File: config.mk
export PLATFORM = sky130hd
export DESIGN_NAME = dmem_responder
export DESIGN_NICKNAME = d
export VERILOG_FILES = /design/src/rtl/dmem_responder.sv
export SDC_FILE = /design/constraint.sdc
export NUM_CORES = 2
export LEC_CHECK = 0
export CAP_MARGIN = 5
export CELL_PAD_IN_SITES_DETAIL_PLACEMENT = 0
export CELL_PAD_IN_SITES_GLOBAL_PLACEMENT = 1
export CORE_ASPECT_RATIO = 0.9
export CORE_UTILIZATION = 30
export CTS_BUF_LIST = sky130_fd_sc_hd__clkbuf_4 sky130_fd_sc_hd__clkbuf_8 sky130_fd_sc_hd__clkbuf_16
export DETAILED_ROUTE_END_ITERATION = 8
export GPL_TIMING_DRIVEN = 0
export PLACE_DENSITY_LB_ADDON = 0.1
export SLEW_MARGIN = 25
export SYNTH_ARGS = -nofsm -noshare
export SYNTH_HDL_FRONTEND = slang
export SYNTH_SLANG_ARGS = --single-unit
File: constraint.sdc
create_clock -name clk -period 10.4 [get_ports clk]
set_clock_uncertainty 0.05 [all_clocks]
set_input_delay 2.08 -clock clk [delete_from_list [all_inputs] [get_ports clk]]
set_output_delay 2.08 -clock clk [all_outputs]
set_load 0.05 [all_outputs]
File: src/rtl/dmem_responder.sv
// Data-memory responder: byte-addressed word RAM behind a single-outstanding
// load/store handshake with programmable wait states and one-cycle ack.
module dmem_responder #(
  parameter int DATA_W   = 32,
  parameter int ADDR_W   = 9,
  parameter int WAIT_CYC = 1
) (
  input  logic              clk,
  input  logic              reset,
  input  logic              rd,
  input  logic              wr,
  input  logic [ADDR_W-1:0] addr,
  input  logic [2:0]        funct3,
  input  logic [DATA_W-1:0] wr_data,
  output logic [DATA_W-1:0] rd_data,
  output logic              ack,
  output logic              err,
  output logic              busy
);

  localparam int WORDS = 2 ** (ADDR_W - 2);
  localparam int LANES = DATA_W / 8;
  localparam logic [2:0] CNT_INIT = (WAIT_CYC == 0) ? 3'd0 : 3'(WAIT_CYC - 1);

  typedef enum logic [1:0] {ST_IDLE, ST_WAIT, ST_RESP} state_t;

  state_t            state, state_nxt;
  logic [2:0]        cnt, cnt_nxt;
  logic              capture;
  logic              rd_p0, wr_p0;
  logic [ADDR_W-1:0] addr_p0;
  logic [2:0]        funct3_p0;
  logic [DATA_W-1:0] wr_data_p0;
  logic [DATA_W-1:0] rd_data_q;
  logic [DATA_W-1:0] mem [WORDS];
  logic [DATA_W-1:0] mem_word;
  logic [DATA_W-1:0] load_val;
  logic [DATA_W-1:0] store_val;
  logic [LANES-1:0]  store_en;
  logic              err_c;
  logic              do_load, do_store;

  function automatic logic decode_err(input logic rdv, input logic wrv,
                                      input logic [2:0] f3, input logic [1:0] a);
    logic e;
    e = 1'b0;
    if (rdv && wrv)                            e = 1'b1;
    else if (rdv && (f3 == 3'b011 || f3[2:1] == 2'b11)) e = 1'b1;
    else if (wrv && f3[1:0] == 2'b11)          e = 1'b1;
    else if (f3[1:0] == 2'b01 && a[0])         e = 1'b1;
    else if (f3[1:0] == 2'b10 && a != 2'b00)   e = 1'b1;
    return e;
  endfunction

  function automatic logic [LANES-1:0] lane_en(input logic [1:0] sz, input logic [1:0] a);
    case (sz)
      2'b00:   return 4'b0001 << a;
      2'b01:   return a[1] ? 4'b1100 : 4'b0011;
      default: return 4'b1111;
    endcase
  endfunction

  // Replicate the right-aligned store data into every lane it could land in.
  function automatic logic [DATA_W-1:0] store_lanes(input logic [1:0] sz,
                                                    input logic [DATA_W-1:0] d);
    case (sz)
      2'b00:   return {4{d[7:0]}};
      2'b01:   return {2{d[15:0]}};
      default: return d;
    endcase
  endfunction

  function automatic logic [DATA_W-1:0] load_extend(input logic [DATA_W-1:0] word,
                                                    input logic [2:0] f3,
                                                    input logic [1:0] a);
    logic signed [7:0]  b;
    logic signed [15:0] h;
    b = word[{a, 3'b000} +: 8];
    h = word[{a[1], 4'b0000} +: 16];
    case (f3)
      3'b000:  return DATA_W'(b);
      3'b001:  return DATA_W'(h);
      3'b100:  return DATA_W'($unsigned(b));
      3'b101:  return DATA_W'($unsigned(h));
      default: return word;
    endcase
  endfunction

  assign capture   = (state == ST_IDLE) && (rd || wr);
  assign err_c     = decode_err(rd_p0, wr_p0, funct3_p0, addr_p0[1:0]);
  assign mem_word  = mem[addr_p0[ADDR_W-1:2]];
  assign load_val  = load_extend(mem_word, funct3_p0, addr_p0[1:0]);
  assign store_val = store_lanes(funct3_p0[1:0], wr_data_p0);
  assign store_en  = lane_en(funct3_p0[1:0], addr_p0[1:0]);
  assign do_load   = (state == ST_RESP) && rd_p0 && !err_c;
  assign do_store  = (state == ST_RESP) && wr_p0 && !err_c;

  // Load result is visible combinationally in the ack cycle, then held.
  assign rd_data = do_load ? load_val : rd_data_q;

  always_ff @(posedge clk or negedge reset) begin
    if (!reset) begin
      state <= ST_IDLE;
      cnt   <= '0;
    end else begin
      state <= state_nxt;
      cnt   <= cnt_nxt;
    end
  end

  always_comb begin
    state_nxt = state;
    cnt_nxt   = cnt;
    ack       = 1'b0;
    err       = 1'b0;
    busy      = 1'b0;
    case (state)
      ST_IDLE: begin
        if (rd || wr) begin
          if (WAIT_CYC == 0) begin
            state_nxt = ST_RESP;
          end else begin
            state_nxt = ST_WAIT;
            cnt_nxt   = CNT_INIT;
          end
        end
      end
      ST_WAIT: begin
        busy = 1'b1;
        if (cnt == 3'd0) state_nxt = ST_RESP;
        else             cnt_nxt   = cnt - 3'd1;
      end
      ST_RESP: begin
        busy      = 1'b1;
        ack       = 1'b1;
        err       = err_c;
        state_nxt = ST_IDLE;
      end
      default: state_nxt = ST_IDLE;
    endcase
  end

  // Stage p0: request capture
  always_ff @(posedge clk or negedge reset) begin
    if (!reset) begin
      rd_p0     <= 1'b0;
      wr_p0     <= 1'b0;
      rd_data_q <= '0;
    end else begin
      if (capture) begin
        rd_p0 <= rd;
        wr_p0 <= wr;
      end
      if (do_load) rd_data_q <= load_val;
    end
  end

  always_ff @(posedge clk) begin
    if (capture) begin
      addr_p0    <= addr;
      funct3_p0  <= funct3;
      wr_data_p0 <= wr_data;
    end
  end

  // Stage p1: RAM access in the ack cycle
  always_ff @(posedge clk) begin
    if (do_store) begin
      for (int i = 0; i < LANES; i++) begin
        if (store_en[i]) mem[addr_p0[ADDR_W-1:2]][8*i +: 8] <= store_val[8*i +: 8];
      end
    end
  end

endmodule

* Word level (Yosys, flattened, before mapping)
Memory sizes are Yosys's and may differ from the RTL's. A register that Yosys moved wholly into a read port is not among the register bits. Index checks and enable logic that the tools add are counted.
Word-level totals: flip-flop bits (word level) 83, latch bits 0, bits in writable memories 4096, memory bits (read-only) 0, input bits 48, output and inout bits 35, logic and storage cells 80, memories kept 1
Operators by class: $add $sub $neg 1, multipliers 0, divide/modulo/power cells 0, magnitude comparators 0, equality and inequality tests 13, shift-type cells 3, mux-type cells 32, bitwise gates (word level) 0, reductions and logical operators 22
Memories:
- mem | words 128, bits a word 32, rd ports 1, clocked after Yosys merged registers in 1, write ports 1, RTL line 35 | logic [DATA_W-1:0] mem [WORDS];
Operators by type and width (number):
- one-hot mux 32 bit (4 select lines) | 1
- one-hot mux 32 bit (2 select lines) | 1
- 2-to-1 mux 32 bit | 1
- variable part select 32 x 6 -> 16 bit | 1
- variable part select 32 x 6 -> 8 bit | 1
- 2-to-1 mux 1 bit | 20
- logical AND 1 bit | 10
- == test 2 bit (second input constant) | 4
- one-hot mux 4 bit (2 select lines) | 1
- 2-to-1 mux 7 bit | 1
- == test 3 bit (second input constant) | 2
- logical NOT 3 bit | 2
- 2-to-1 mux 3 bit | 2
- one-hot mux 3 bit (2 select lines) | 1
- == test 2 x 1 -> 1 bit (second input constant) | 2
- logical NOT 2 bit | 2
- 2-to-1 mux 2 bit | 2
- 2-to-1 mux 4 bit | 1
- inequality test 2 bit (second input constant) | 2
- one-hot mux 2 bit (2 select lines) | 1
- nonzero test 2 bit | 2
- << shifter 1 x 2 -> 4 bit (first input constant) | 1
- == test 3 x 1 -> 1 bit (second input constant) | 1
- == test 3 x 2 -> 1 bit (second input constant) | 1
- 7 further kinds | 8

* Depth between registers and ports, before layout
depth after elaboration 11, gate-level depth with buffers 19, depth with buffers taken out 9

* Worst setup path before layout
OpenSTA, ideal clock, no wires.
path kind register -> register, from register wr_data_p0[0], to memory mem[0][24], data pin, library setup time 1.201 ns, arrival time 7.042 ns, data required time 9.149 ns, setup slack 2.107 ns, cell stages (with the launch flop) 3, buffers on the path 0, clock period less this slack 8.293 ns, cell sequence edfxtp_1 mux2i_1 o21ai_0
On the way: longest elaborated chain between the ends 1
RTL lines:
- start: declaration | RTL line 33 | logic [DATA_W-1:0] wr_data_p0;
- start signal: assignment | RTL line 162 | wr_data_p0 <= wr_data;
- one-hot mux 32 bit (2 select lines) | RTL line 66 | case (sz)
- named net store_val[24] | RTL line 38 | logic [DATA_W-1:0] store_val;
- end: declaration | RTL line 35
The timed path passes the listed nets, and every way through them passes these cells.

==> implementation parameters <==
Parameter                              Value

Cells and area
  Post-layout net count    9163
  Fin area    198800 um^2
  Most used cells in the layout excluding fill and tap cells    edfxtp_1, mux4_2, mux2i_1
  P&R area growth vs syn    21.40%
  Number of fill cells in the layout    50380
  Utilization after layout    36.55%
  Leading cell type in the layout, fill and taps excluded    edfxtp_1
  Proportion of layout cells with a drive suffix above 1    30.52%

Synthesis
  Portion of synthesized cell area occupied by the leading cell type    75.90%
  Count of different cell masters after synthesis    80
  Area share of and/or/nand/nor cells after synthesis    3.231%
  Top cell type by total area after synthesis    edfxtp_1
  Flip-flop and latch count after synthesis    4186
  Post-synthesis instance area    163800 um^2
  Warnings from Yosys    0
  Post-synthesis instance total    8194
  Fraction of synthesized area in multiplexers    14.47%
  Sequential share of the synthesized area    76.58%
  Number of enable-type register cells in the synthesized netlist    4140
  Post-synthesis net count    8247
  Post-Syn Area per Cell    19.99 um^2
  Complex-gate fraction of the synthesized area    3.756%
  Proportion of synthesized flip-flops having asynchronous set or reset    0.9317%
  Adder-cell share of the synthesized area    0.03820%
  Largest family of logic cells by synthesized area    multiplexers
  Top flip-flop cell by instance count after synthesis    edfxtp_1
  Largest cells by area after synthesis    edfxtp_1, mux4_2, mux2i_1, nor2_1, a22oi_1
  Xor-xnor portion of the synthesized cell area    0%

Detailed routing
  Post-DRT Antenna Nets    0
  DR vias/cell    6.173
  First-pass iteration count of the detailed router    7
  Initial DRC count    20340
  DRC errors left    0
  Average wire per standard cell    59.11 um
  Via Count    104100
  Overall routed net length    996600 um

Worst hold path
  Type of the tightest min-delay check    reg -> reg
  Worst hold path stage count    1

Global route
  Maximum number of pins on one net before global-route repair    121
  Overall routing resource usage    35.45%
  Leftover overflow at the end of global routing    0
  Via count of the first global-routing pass    93560
  Initial antenna violation count    212
  First-pass GRT wire length    1200000 um

Setup path
  Cell type of the slowest stage on the worst timing path    dlygate4sd2_1
  Maximum cell stage delay along the critical path    580 ps
  Max FO, Critical Path    11
  Data required time at the worst endpoint    8270 ps
  Critical Path Sink Type    primary output
  Cells on worst reg2reg path    14
  Crit-path cells    buf_4 -> buf_4 -> buf_6 -> buf_6 -> buf_6 -> buf_6 -> buf_4 -> buf_4 -> mux4_2 -> a22oi_1 -> nand3_1 -> nand4_1 -> nor2_1 -> nand3_4 -> a31o_2 -> o22ai_1 -> dlygate4sd2_1
  Reg-to-reg setup timing slack    3220 ps
  CP arrival    8650 ps
  Worst Setup Start Kind    flip-flop
  Critical setup path kind    reg -> out

Timing
  Unrepaired setup endpoints after global routing    no
  Final period demand of the worst path    10780 ps
  Minimum setup slack in the final design    -376.5 ps
  Number of failing hold endpoints at the final stage    0
  Slew at the pin closest to its max-slew limit    1369 ps
  Pins Over Slew Limit    0
  Relative slew slack    8.545%
  Endpoints failing setup    21
  Max Freq    0.09279 GHz
  Final critical-path share of the clock period    103.6%
  Fin Hold WS    461.0 ps
  Final TNS setup    -3345 ps

Clock tree
  Inserted Clock Buffers    458
  Clock edge transition at the registers on the reported setup and hold paths    60 ps
  Maximum level of the CTS H-tree    5
  Sinks on the clock net    4186
  Clock insertion delay at the later pin of the skew report    1110 ps
  TritonCTS clock tree    built
  Maximum root-to-sink buffer count    4
  Root buf cell    clkbuf_16

Power and ir drop
  Standby leakage power    0.06278 uW
  Maximum VDD drop    0.0001986 V
  Pwr dens    327.5 nW/um^2

Floorplanning
  Core outline area    544100 um^2
  Die area    548900 um^2
  Number of standard-cell rows in the floorplan    257
  Die width    780.9 um
  Total I/O pin count    83
  Chip height    703.0 um
  Starting Density    30.10%

Placed design
  Routability congestion estimate from global placement    1.031
  Detail Placement HPWL    715700 um
  Area after DPL    183000 um^2
  Number of I/O port buffers    82

Status
  Violations in the final reports    negative setup slack
  Status    complete, but fails checks

Run
  Max-cap violations    0
[area by class of cell]
cell class              count  area [um^2]  share of cell area, %
flip-flops and latches   4186       125400                  63.08
multi-input cells        3498        37340                  18.78
clock buffers             552        12240                  6.157
well taps                7252         9074                  4.563
repair buffers            460         7981                  4.014
plain buffers             487         3800                  1.911
clock inverters           286         2577                  1.296
diodes                    122        305.3                 0.1535
inverters                  19        80.08                0.04027
[layer usage]
metal	GRT usage [%]	share of wire (%)
met1	45.65	38
met4	23.84	8.1
met5	0.8148	0.092
met3	12.96	12
met2	49.88	41
[registers in the layout, indices dropped and copies added, names as in the netlist, named ones only]
register / cells
wr_p0: 1
cnt: 3
mem: 4096
funct3_p0: 3
rd_data_q: 32
addr_p0: 9
state: 2
wr_data_p0: 32
rd_p0: 1
[worst max-delay path: cells and delay by family (launching register included)]
kind / cells / cell delay [ps]
buffers and inverters: 9 / 3850
AOI/OAI and AO/OA: 3 / 840
muxes: 1 / 440
DFF: 1 / 360
and+or+nand+nor: 4 / 1490
[worst paths after layout]
path,startpoint,endpoint
setup / recovery,flip-flop,rd_data[0]
hold / removal,cnt[0],cnt[0]
setup reg to reg,flip-flop,rd_data_q[2]
hold reg to reg,cnt[0],cnt[0]
max in group asynchronous,reset,cnt[0]
min in group asynchronous,reset,rd_data_q[13]
[timing repair]
item / 4_1_cts / 5_1_grt
endpoints found under the setup margin: 29 / 3
pin swaps: 6 / 0
endpoints found under the hold margin: 0 / 0
hold buffers: 0 / 0
resized for setup: 151 / 2
setup buffers: 5 / 0
[cells in the mapped netlist, types with 21 or more instances]
cell type  number
a211oi_1       41
a21oi_1       112
a221oi_1       32
a22oi_1       214
a31oi_1        21
buf_1          35
buf_2         101
buf_4          57
buf_6          52
buf_8          28
clkbuf_1      206
dfrtp_1        39
edfxtp_1     4140
mux2_2         42
mux2i_1       537
mux4_2        786
nand2_1       297
nand3_1        79
nand4_1        32
nor2_1        628
nor3_1         67
nor4_1         24
o21ai_0       110
o221ai_1       83
o22ai_1       166
[power by group]
group	switching (uW)	internal, uW	total [uW]	leakage (uW)
combinational	20900	7100	28000	0.0176
sequential	184	20400	20600	0.0378
clock	7320	9260	16600	0.00739
total	28400	36700	65100	0.0628
[per-stage QoR]
step                power, uW  instances  setup slack, ps
CTS                     63800      16740           0.5436
global placement        45350      15530            -7962
global route            64620      16780            30.76
floorplan               29960       8194             2107
finish                  65120      16860           -376.5
detailed placement      47300      15900           -897.9
[kinds of logic after synthesis]
kind of cell / after synthesis
mux: 1371
fa+ha+maj: 5
simple gates: 1230
buf+inv: 510
flops: 4186
compound gates: 892
No activity file was read; power rests on OpenSTA's default activity.
